[src/rtl/tcp_misc_pkg.sv]
// Receive-controller state encoding and join sizes.
package tcp_misc_pkg;

  localparam int unsigned RxWrJoinN  = 3;
  localparam int unsigned RxNewJoinN = 2;
  localparam int unsigned RxDoneW    = RxWrJoinN;

  typedef enum logic [3:0] {
    StIdle,
    StLookup,
    StLookupWait,
    StRdReq,
    StRdWait,
    StCalc,
    StWr,
    StNewAlloc,
    StNewWr,
    StSynack
  } rx_ctrl_state_e;

endpackage

[src/rtl/tcp_rx_ctrl_join.sv]
// N-way valid/rdy fan-out: each valid drops after its own handshake; all_done marks the last one.
module tcp_rx_ctrl_join #(
  parameter int unsigned N = 2
) (
  input  logic         clk,
  input  logic         rst,
  input  logic         active,
  input  logic [N-1:0] rdy,
  output logic [N-1:0] val,
  output logic         all_done
);

  logic [N-1:0] done_q;
  logic [N-1:0] done_d;
  logic [N-1:0] fire;

  always_comb begin
    val      = active ? ~done_q : '0;
    fire     = val & rdy;
    all_done = active && (&(done_q | fire));
    // Bits clear when the group completes or the owning state is left.
    if (!active || all_done) begin
      done_d = '0;
    end else begin
      done_d = done_q | fire;
    end
  end

  always_ff @(posedge clk) begin
    if (rst) begin
      done_q <= '0;
    end else begin
      done_q <= done_d;
    end
  end

endmodule

[src/rtl/tcp_rx_ctrl.sv]
// Receive-path control FSM: flow lookup, state read/update, and new-flow setup with SYN-ACK.
module tcp_rx_ctrl
  import tcp_misc_pkg::*;
(
  input  logic        clk,
  input  logic        rst,
  input  logic        rx_hdr_val,
  output logic        rx_hdr_rdy,
  input  logic        rx_hdr_syn,
  output logic        ctrl_datap_save_input,
  output logic        ctrl_datap_save_flow_state,
  output logic        ctrl_datap_save_calcs,
  output logic        store_flowid_cam,
  output logic        store_flowid_manager,
  output logic        read_flow_cam_val,
  input  logic        read_flow_cam_rdy,
  input  logic        read_flow_cam_resp_val,
  input  logic        read_flow_cam_hit,
  output logic        flow_rd_req_val,
  input  logic        flow_rd_req_rdy,
  input  logic        flow_rd_resp_val,
  output logic        flow_wr_req_val,
  input  logic        flow_wr_req_rdy,
  output logic        rx_sched_update_val,
  input  logic        rx_sched_update_rdy,
  output logic        tcp_rx_dst_hdr_val,
  input  logic        tcp_rx_dst_hdr_rdy,
  output logic        flowid_manager_req_val,
  input  logic        flowid_manager_req_rdy,
  output logic        new_flow_val,
  input  logic        new_flow_rdy,
  output logic        app_new_flow_notif_val,
  input  logic        app_new_flow_notif_rdy,
  output logic        slow_path_send_pkt_enqueue_val,
  input  logic        slow_path_send_pkt_enqueue_rdy,
  output logic [31:0] rx_drop_cnt
);

  rx_ctrl_state_e state_q;
  logic           syn_q;
  logic [31:0]    drop_cnt_q;

  logic                 run;
  logic                 wr_active;
  logic                 new_active;
  logic [RxDoneW-1:0]   wr_val;
  logic [RxDoneW-1:0]   wr_rdy;
  logic                 wr_done;
  logic [RxNewJoinN-1:0] new_val;
  logic [RxNewJoinN-1:0] new_rdy;
  logic                 new_done;

  // Every strobe is gated by reset so nothing escapes while the segment is being abandoned.
  assign run        = ~rst;
  assign wr_active  = run && (state_q == StWr);
  assign new_active = run && (state_q == StNewWr);

  assign rx_hdr_rdy             = run && (state_q == StIdle);
  assign ctrl_datap_save_input  = rx_hdr_rdy && rx_hdr_val;
  assign read_flow_cam_val      = run && (state_q == StLookup);
  assign store_flowid_cam       = run && (state_q == StLookupWait) && read_flow_cam_resp_val
                                  && read_flow_cam_hit;
  assign flow_rd_req_val        = run && (state_q == StRdReq);
  assign ctrl_datap_save_flow_state = run && (state_q == StRdWait) && flow_rd_resp_val;
  assign ctrl_datap_save_calcs  = run && (state_q == StCalc);
  assign flowid_manager_req_val = run && (state_q == StNewAlloc);
  assign store_flowid_manager   = flowid_manager_req_val && flowid_manager_req_rdy;
  assign slow_path_send_pkt_enqueue_val = run && (state_q == StSynack);
  assign rx_drop_cnt            = drop_cnt_q;

  assign wr_rdy = {tcp_rx_dst_hdr_rdy, rx_sched_update_rdy, flow_wr_req_rdy};
  assign {tcp_rx_dst_hdr_val, rx_sched_update_val, flow_wr_req_val} = wr_val;
  assign new_rdy = {app_new_flow_notif_rdy, new_flow_rdy};
  assign {app_new_flow_notif_val, new_flow_val} = new_val;

  tcp_rx_ctrl_join #(
    .N(RxDoneW)
  ) u_wr_join (
    .clk     (clk),
    .rst     (rst),
    .active  (wr_active),
    .rdy     (wr_rdy),
    .val     (wr_val),
    .all_done(wr_done)
  );

  tcp_rx_ctrl_join #(
    .N(RxNewJoinN)
  ) u_new_join (
    .clk     (clk),
    .rst     (rst),
    .active  (new_active),
    .rdy     (new_rdy),
    .val     (new_val),
    .all_done(new_done)
  );

  always_ff @(posedge clk) begin
    if (rst) begin
      state_q    <= StIdle;
      syn_q      <= 1'b0;
      drop_cnt_q <= '0;
    end else begin
      unique case (state_q)
        StIdle: begin
          if (rx_hdr_val) begin
            syn_q   <= rx_hdr_syn;
            state_q <= StLookup;
          end
        end
        StLookup:     if (read_flow_cam_rdy) state_q <= StLookupWait;
        StLookupWait: begin
          if (read_flow_cam_resp_val) begin
            if (read_flow_cam_hit) begin
              state_q <= StRdReq;
            end else if (syn_q) begin
              state_q <= StNewAlloc;
            end else begin
              drop_cnt_q <= drop_cnt_q + 32'd1;
              state_q    <= StIdle;
            end
          end
        end
        StRdReq:    if (flow_rd_req_rdy) state_q <= StRdWait;
        StRdWait:   if (flow_rd_resp_val) state_q <= StCalc;
        StCalc:     state_q <= StWr;
        StWr:       if (wr_done) state_q <= StIdle;
        StNewAlloc: if (flowid_manager_req_rdy) state_q <= StNewWr;
        StNewWr:    if (new_done) state_q <= StSynack;
        StSynack:   if (slow_path_send_pkt_enqueue_rdy) state_q <= StIdle;
        default:    state_q <= StIdle;
      endcase
    end
  end

endmodule

[config.mk]
export PLATFORM = sky130hd
export DESIGN_NAME = tcp_rx_ctrl
export DESIGN_NICKNAME = d
export VERILOG_FILES = /design/src/rtl/tcp_misc_pkg.sv /design/src/rtl/tcp_rx_ctrl_join.sv /design/src/rtl/tcp_rx_ctrl.sv
export SDC_FILE = /design/constraint.sdc
export NUM_CORES = 1
export LEC_CHECK = 0
export ABC_AREA = 1
export CAP_MARGIN = 20
export CORE_MARGIN = 5
export CORE_UTILIZATION = 50
export CTS_CLUSTER_SIZE = 8
export DETAILED_ROUTE_END_ITERATION = 8
export PLACE_DENSITY = 0.8
export SYNTH_ARGS = -nofsm -noshare
export SYNTH_HDL_FRONTEND = slang
export SYNTH_SLANG_ARGS = --single-unit
[constraint.sdc]
create_clock -name clk -period 2 [get_ports clk]
set_input_delay 0.2 -clock clk [delete_from_list [all_inputs] [get_ports clk]]
set_output_delay 0.2 -clock clk [all_outputs]
set_load 0.005 [all_outputs]
==> impl_results.md, run 1 <==
* Status: finished clean
* Leakage power at 1.50 nW
* Synth Area in Simple Gates at 45.3%
* Post-layout worst setup margin at 0.0758 ns
* Worst-margin pin slew at 0.332 ns
* Via count at 2,879
* Syn nets at 432
* Grt total ovfl at 0
* Worst Path Required at 1.80 ns
* Initial antenna violation count at 0
* Netlist cell types at 33
* Total negative slack at 0 ns
* CTS Buf Count at 5
* Area grow syn2layout at 38.2%
* Row count at 26
* Kind of start point of the critical path: flop
* Worst-Skew Late Latency at 0.30 ns
* CP delay by family, top: buffers and inverters
* DPL Wire Length at 5570 um
* Nets at 506
* Setup crit end kind: output port
* Post-synthesis sequential area ratio at 32.7%
* Setup violations, final at 0
* Vias in the first global route at 2,815
* Syn. warnings at 0
* Syn Area/Cell at 6.20 um^2
* Tot GR Track Use at 23.0%
* Critical-path top delay cell: clkdlybuf4s50_1
* Reg clk slew, reported paths at 0.08 ns
* Kind of critical path: flop to output port
* MaxCap Viol Count at 0
* Die W at 81.7 um
* Largest family of logic cells by synthesized area: simple AND/OR/NAND/NOR gates
* Fin crit share at 96.2%
* Post-synthesis cell count at 415
* Crit-path max cell delay at 0.50 ns
* Initial core utilization at 51.0%
* Synth Area in Compound Gates at 8.91%
* Die area at 6680 um^2
* Top-area cell type share of the netlist area at 32.7%
* Leading cell type in the layout, fill and taps excluded: nand2_1
* RSZ-0062 raised after global routing: true
* Top post-synthesis cells by area: dfxtp_1, nand2_1, nor2_1
* Slew margin rel. at 77.7%
* Synth Area in Adders at 0.487%
* Post-DR vias/cell at 5.14
* Xor/xnor share of the synthesized area at 3.07%
* Avg WL per Cell at 12.8 um
* DRC Markers at 0
* Leading area contributor after synthesis: dfxtp_1
* Util after Layout at 70.5%
* Placed inst area at 3330 um^2
* Period minus WS final at 1.92 ns
* GP Congestion at 0.982
* Critical path arrival at 1.72 ns
* First-pass GRT wire length at 12,100 um
* Async SR Flop Fraction at 0%
* Number of DRC markers in iteration 0 at 166
* Detailed Routing Iterations Pass 1 at 4
* CTS tree: yes
* Synth Register Bits at 42
* Clock Path Buffers at 2
* Post-Syn Area at 2570 um^2
* Final slew viol count at 0
* Share of cells above drive strength 1 at 11.0%
* Antenna Nets Post-Route at 0
* Peak Freq at 520 MHz
* Final Hold Vio Count at 0
* Layout Skew at 0.00723 ns
* Buf+Inv Stages, Crit Path at 3
* # H-tree levels at 2
* Mux contribution to synthesized area at 0%
* # diodes at 0
* DP Worst Slack at 0.0743 ns
* Clock sink count at 42
* Main synth FF type: dfxtp_1
* Commonest non-fill, non-tap cells in the layout: nand2_1, nor2_1, inv_1
* Hold Worst Slack at 0.475 ns
* Worst-path cell chain: inv_2 > nor2_4 > nand2_2 > nor2_2 > inv_1 > nor2_1 > clkdlybuf4s50_1
* Post-Route WL at 7150 um
* Cell area after layout at 3550 um^2
* Root buffer cell: clkbuf_8
* Min-delay worst type: flop to flop
* EDFF count, synth at 0
* Core Area at 5040 um^2
* Power Density at 720 nW/um^2
* Peak supply drop at 0.000737 V
* Largest net degree at the start of global routing at 15
* Critical path fanouts, max at 6
* IO Pins at 63
* Die Y at 81.7 um
* IO Port Bufs at 62
-- worst reg2reg max path: stages, from the launching register on --
cell and delay, ns:
dfxtp_4 0.37, inv_2 0.14, nand2_2 0.12, nor2_4 0.15
nand3_4 0.15, nor2_4 0.19, nand3_2 0.15, nor2_1 0.21
nand3_1 0.09, nand2_1 0.07, nor2_1 0.04
-- layout make-up --
class	count	area, um^2
Fill cell	438	1490
Clock inverter	3	68.8
Tap cell	70	87.6
Sequential cell	42	851
Clock buffer	5	68.8
Inverter	59	221
Timing Repair Buffer	73	723
Multi-Input combinational cell	308	1530
-- synthesized netlist by cell type, types with 2 or more instances --
| master | n |
|---|---|
| nand3_2 | 2 |
| xnor2_1 | 3 |
| nor2_2 | 2 |
| inv_1 | 57 |
| nand2_2 | 4 |
| dfxtp_1 | 42 |
| nor3_2 | 2 |
| nor2_4 | 3 |
| nand4_1 | 11 |
| nor3_1 | 18 |
| nand3_1 | 22 |
| nand3b_1 | 3 |
| nor4_1 | 3 |
| a21oi_1 | 23 |
| nand2_1 | 101 |
| clkbuf_1 | 3 |
| xor2_1 | 6 |
| o21ai_0 | 18 |
| nor2_1 | 77 |
| buf_1 | 2 |
-- what timing repair did --
item                                    in CTS  in global routing
endpoints found under the hold margin        0                  0
cloned                                       0                  0
gates resized for setup                      9                 21
pin swaps                                    0                  1
hold buffers                                 0                  0
endpoints found under the setup margin       9                 12
setup buffers                                0                  1
-- registers in the layout (all words and copies together), names as in the netlist --
name / count
rx_drop_cnt: 32
state_q: 4
u_wr_join.done_q: 3
u_new_join.done_q: 2
syn_q: 1
-- kinds of logic (layout without fill, tap and decap cells) --
| logic type | count (synthesis) | after routing |
|---|---|---|
| xor+xnor | 9 | 9 |
| flops | 42 | 42 |
| fa+ha+maj | 1 | 1 |
| buf+inv | 65 | 140 |
| simple gates | 254 | 254 |
| compound gates | 44 | 44 |
-- power by group --
| part | switching (W) | internal [W] |
|---|---|---|
| registers | 0.0000633 | 0.000894 |
| logic | 0.000480 | 0.000311 |
| clock network | 0.000312 | 0.000500 |
| total | 0.000855 | 0.00171 |
-- stage by stage --
step,total power (W),instances
final,0.00256,560
after global routing,0.00271,560
after CTS,0.00249,559
after detailed placement,0.00167,551
after global placement,0.00165,551
after floorplan,0.00141,415
-- routing by layer --
| metal | global-route usage, % | wire length (um) | share of wire (%) |
|---|---|---|---|
| met3 | 5.37 | 461 | 6.5 |
| met4 | 10.3 | 169 | 2.4 |
| met5 | 0 | 0 | 0 |
| met2 | 41.7 | 3700 | 52 |
| met1 | 25.3 | 2820 | 39 |
-- path summary, 6_finish.rpt --
check | startpoint | to | slack (ns) | cells past startpoint
worst max-delay path | state_q[3]$_SDFFE_PP0P_ | new_flow_val | 0.08 | 7
worst min-delay path | u_wr_join.done_q[1]$_SDFF_PP0_ | u_wr_join.done_q[1]$_SDFF_PP0_ | 0.48 | 2
worst max register to register | state_q[3]$_SDFFE_PP0P_ | rx_drop_cnt[23]$_SDFFE_PP0P_ | 0.24 | 10
worst min register to register | u_wr_join.done_q[1]$_SDFF_PP0_ | u_wr_join.done_q[1]$_SDFF_PP0_ | 0.48 | 2
No activity file was read; power rests on OpenSTA's default activity.
==> inputs of run 2 (changes only) <==
SKIP_CTS_REPAIR_TIMING = 1   (was not set)
==> run 2 against run 1 <==
Compared with the run above: cell count is the same; critical path depth shrank 2; clock-buffer cell count is the same; clock skew is essentially flat; global-route usage shrank 0.21 points; die area is the same; via count grew 0.90%; first-iteration DRC count shrank 11%; design area is essentially flat; largest power group unchanged.
==> impl_results.md, run 2 (synthesis gave the netlist of run 1 again) <==
* Status: finished clean
* Setup violations, final at 0
* # H-tree levels at 2
* # diodes at 0
* Clock Path Buffers at 2
* Period minus WS final at 1.96 ns
* Antenna Nets Post-Route at 0
* Buf+Inv Stages, Crit Path at 2
* Kind of start point of the critical path: flop
* Power Density at 724 nW/um^2
* Max FFs per register at 32
* DP Cell Count at 551
* Nets at 506
* Via count at 2,905
* Initial core utilization at 51.0%
* Worst hold endpoint: u_wr_join.done_q[1]$_SDFF_PP0_
* Metal-1 WL at 2820 um
* Top layer in use: met4
* Critical R2R Capture: rx_drop_cnt[23]$_SDFFE_PP0P_
* Worst Path Required at 1.80 ns
* MaxCap Viol Count at 0
* Non-Filler Instances at 560
* Largest net degree at the start of global routing at 15
* IO Port Bufs at 62
* Commonest non-fill, non-tap cells in the layout: nand2_1, nor2_1, clkdlybuf4s50_1
* Final slew viol count at 0
* Util after Layout at 70.5%
* Critical path fanouts, max at 5
* Worst-path cell chain: inv_2 > nor2_4 > nand2_1 > nor3b_2 > clkdlybuf4s50_1
* Detailed Routing Iterations Pass 1 at 4
* Worst-margin pin slew at 0.331 ns
* Hold path cells at 2
* HP Start: u_wr_join.done_q[1]$_SDFF_PP0_
* Grt total ovfl at 0
* FF+latch area at 853 um^2
* Die W at 81.7 um
* Share of cells above drive strength 1 at 11.2%
* Crit-path max cell delay at 0.53 ns
* DPL Wire Length at 5570 um
* Min-delay worst type: flop to flop
* Critical-path top delay cell: clkdlybuf4s50_1
* Clock sink count at 42
* Number of DRC markers in iteration 0 at 148
* IO Pins at 63
* Final Hold Vio Count at 0
* Row count at 26
* Root buffer cell: clkbuf_8
* Kind of critical path: flop to output port
* Worst-Skew Late Latency at 0.30 ns
* CP delay by family, top: buffers and inverters
* RSZ-0062 raised after global routing: true
* Leakage power at 1.48 nW
* Worst R2R Path Depth at 10
* First-pass GRT wire length at 12,000 um
* Layout Skew at 0.00767 ns
* Reg clk slew, reported paths at 0.09 ns
* Area grow syn2layout at 38.3%
* Die Y at 81.7 um
* Peak supply drop at 0.000723 V
* Core Area at 5040 um^2
* Hold Worst Slack at 0.476 ns
* Die area at 6680 um^2
* Peak Freq at 511 MHz
* Post-DR vias/cell at 5.19
* CTS Buf Count at 5
* CTS tree: yes
* Metal2 WL at 3690 um
* Vias in the first global route at 2,777
* Reg-to-reg setup timing slack at 0.23 ns
* Initial antenna violation count at 0
* Fin crit share at 97.9%
* Setup crit end kind: output port
* Routed wl met3 at 488 um
* DRC Markers at 0
* Critical path arrival at 1.76 ns
* Tot GR Track Use at 22.8%
* Slew margin rel. at 77.8%
* Post-Route WL at 7200 um
* GP Congestion at 0.982
* Avg WL per Cell at 12.9 um
* Filler cell count in the final layout at 439
* Leading cell type in the layout, fill and taps excluded: nand2_1
* Multi-input logic area at 1530 um^2
* RR Startpoint: state_q[3]$_SDFFE_PP0P_
run 2: worst max path at each step:
| stage | from | to | slack (ns) | cells past startpoint |
|---|---|---|---|---|
| after floorplan | rx_drop_cnt[0]$_SDFFE_PP0P_ | rx_drop_cnt[18]$_SDFFE_PP0P_ | 0.47 | 8 |
| after global placement | rst | new_flow_val | 0.14 | 6 |
| after detailed placement | rst | state_q[0]$_SDFFE_PP0P_ | 0.07 | 12 |
| after CTS | state_q[2]$_SDFFE_PP0P_ | tcp_rx_dst_hdr_val | -0.17 | 7 |
| after global routing | state_q[3]$_SDFFE_PP0P_ | app_new_flow_notif_val | -0.04 | 7 |
| final | state_q[2]$_SDFFE_PP0P_ | store_flowid_manager | 0.04 | 5 |
run 2: per-stage QoR:
stage                     TNS (ns)  cell area, um^2  setup WS (ns)  power [W]
after floorplan                  0             2570          0.466    0.00141
after global placement           0             3330          0.137    0.00165
after detailed placement         0             3330         0.0743    0.00167
after CTS                   -0.763             3470         -0.168    0.00247
after global routing        -0.101             3560        -0.0371    0.00272
final                            0             3560         0.0429    0.00257
run 2: where the power goes:
| part | switching [W] | internal [W] | leakage (nW) |
|---|---|---|---|
| logic | 0.000485 | 0.000313 | 1.07 |
| registers | 0.0000643 | 0.000896 | 0.341 |
| clock network | 0.000315 | 0.000500 | 0.0683 |
| total | 0.000865 | 0.00171 | 1.48 |
run 2: cell type report:
class | instances | share of cell area, %
clock buffers | 5 | 1.94
multi-input cells | 308 | 43.1
flip-flops and latches | 42 | 24.0
inverters | 59 | 6.23
clock inverters | 3 | 1.94
repair buffers | 73 | 20.3
well taps | 70 | 2.46
run 2: layer usage:
metal  vias up  track usage (%)
met5         -                0
met4         0             10.1
met3        21             5.37
met2        95             41.0
met1      1319             25.3
li1       1470                -
run 2: tightest hold or removal path, cell delays in order (launching register included):
cell	delay, ns
dfxtp_1	0.32
inv_1	0.06
a21oi_1	0.06
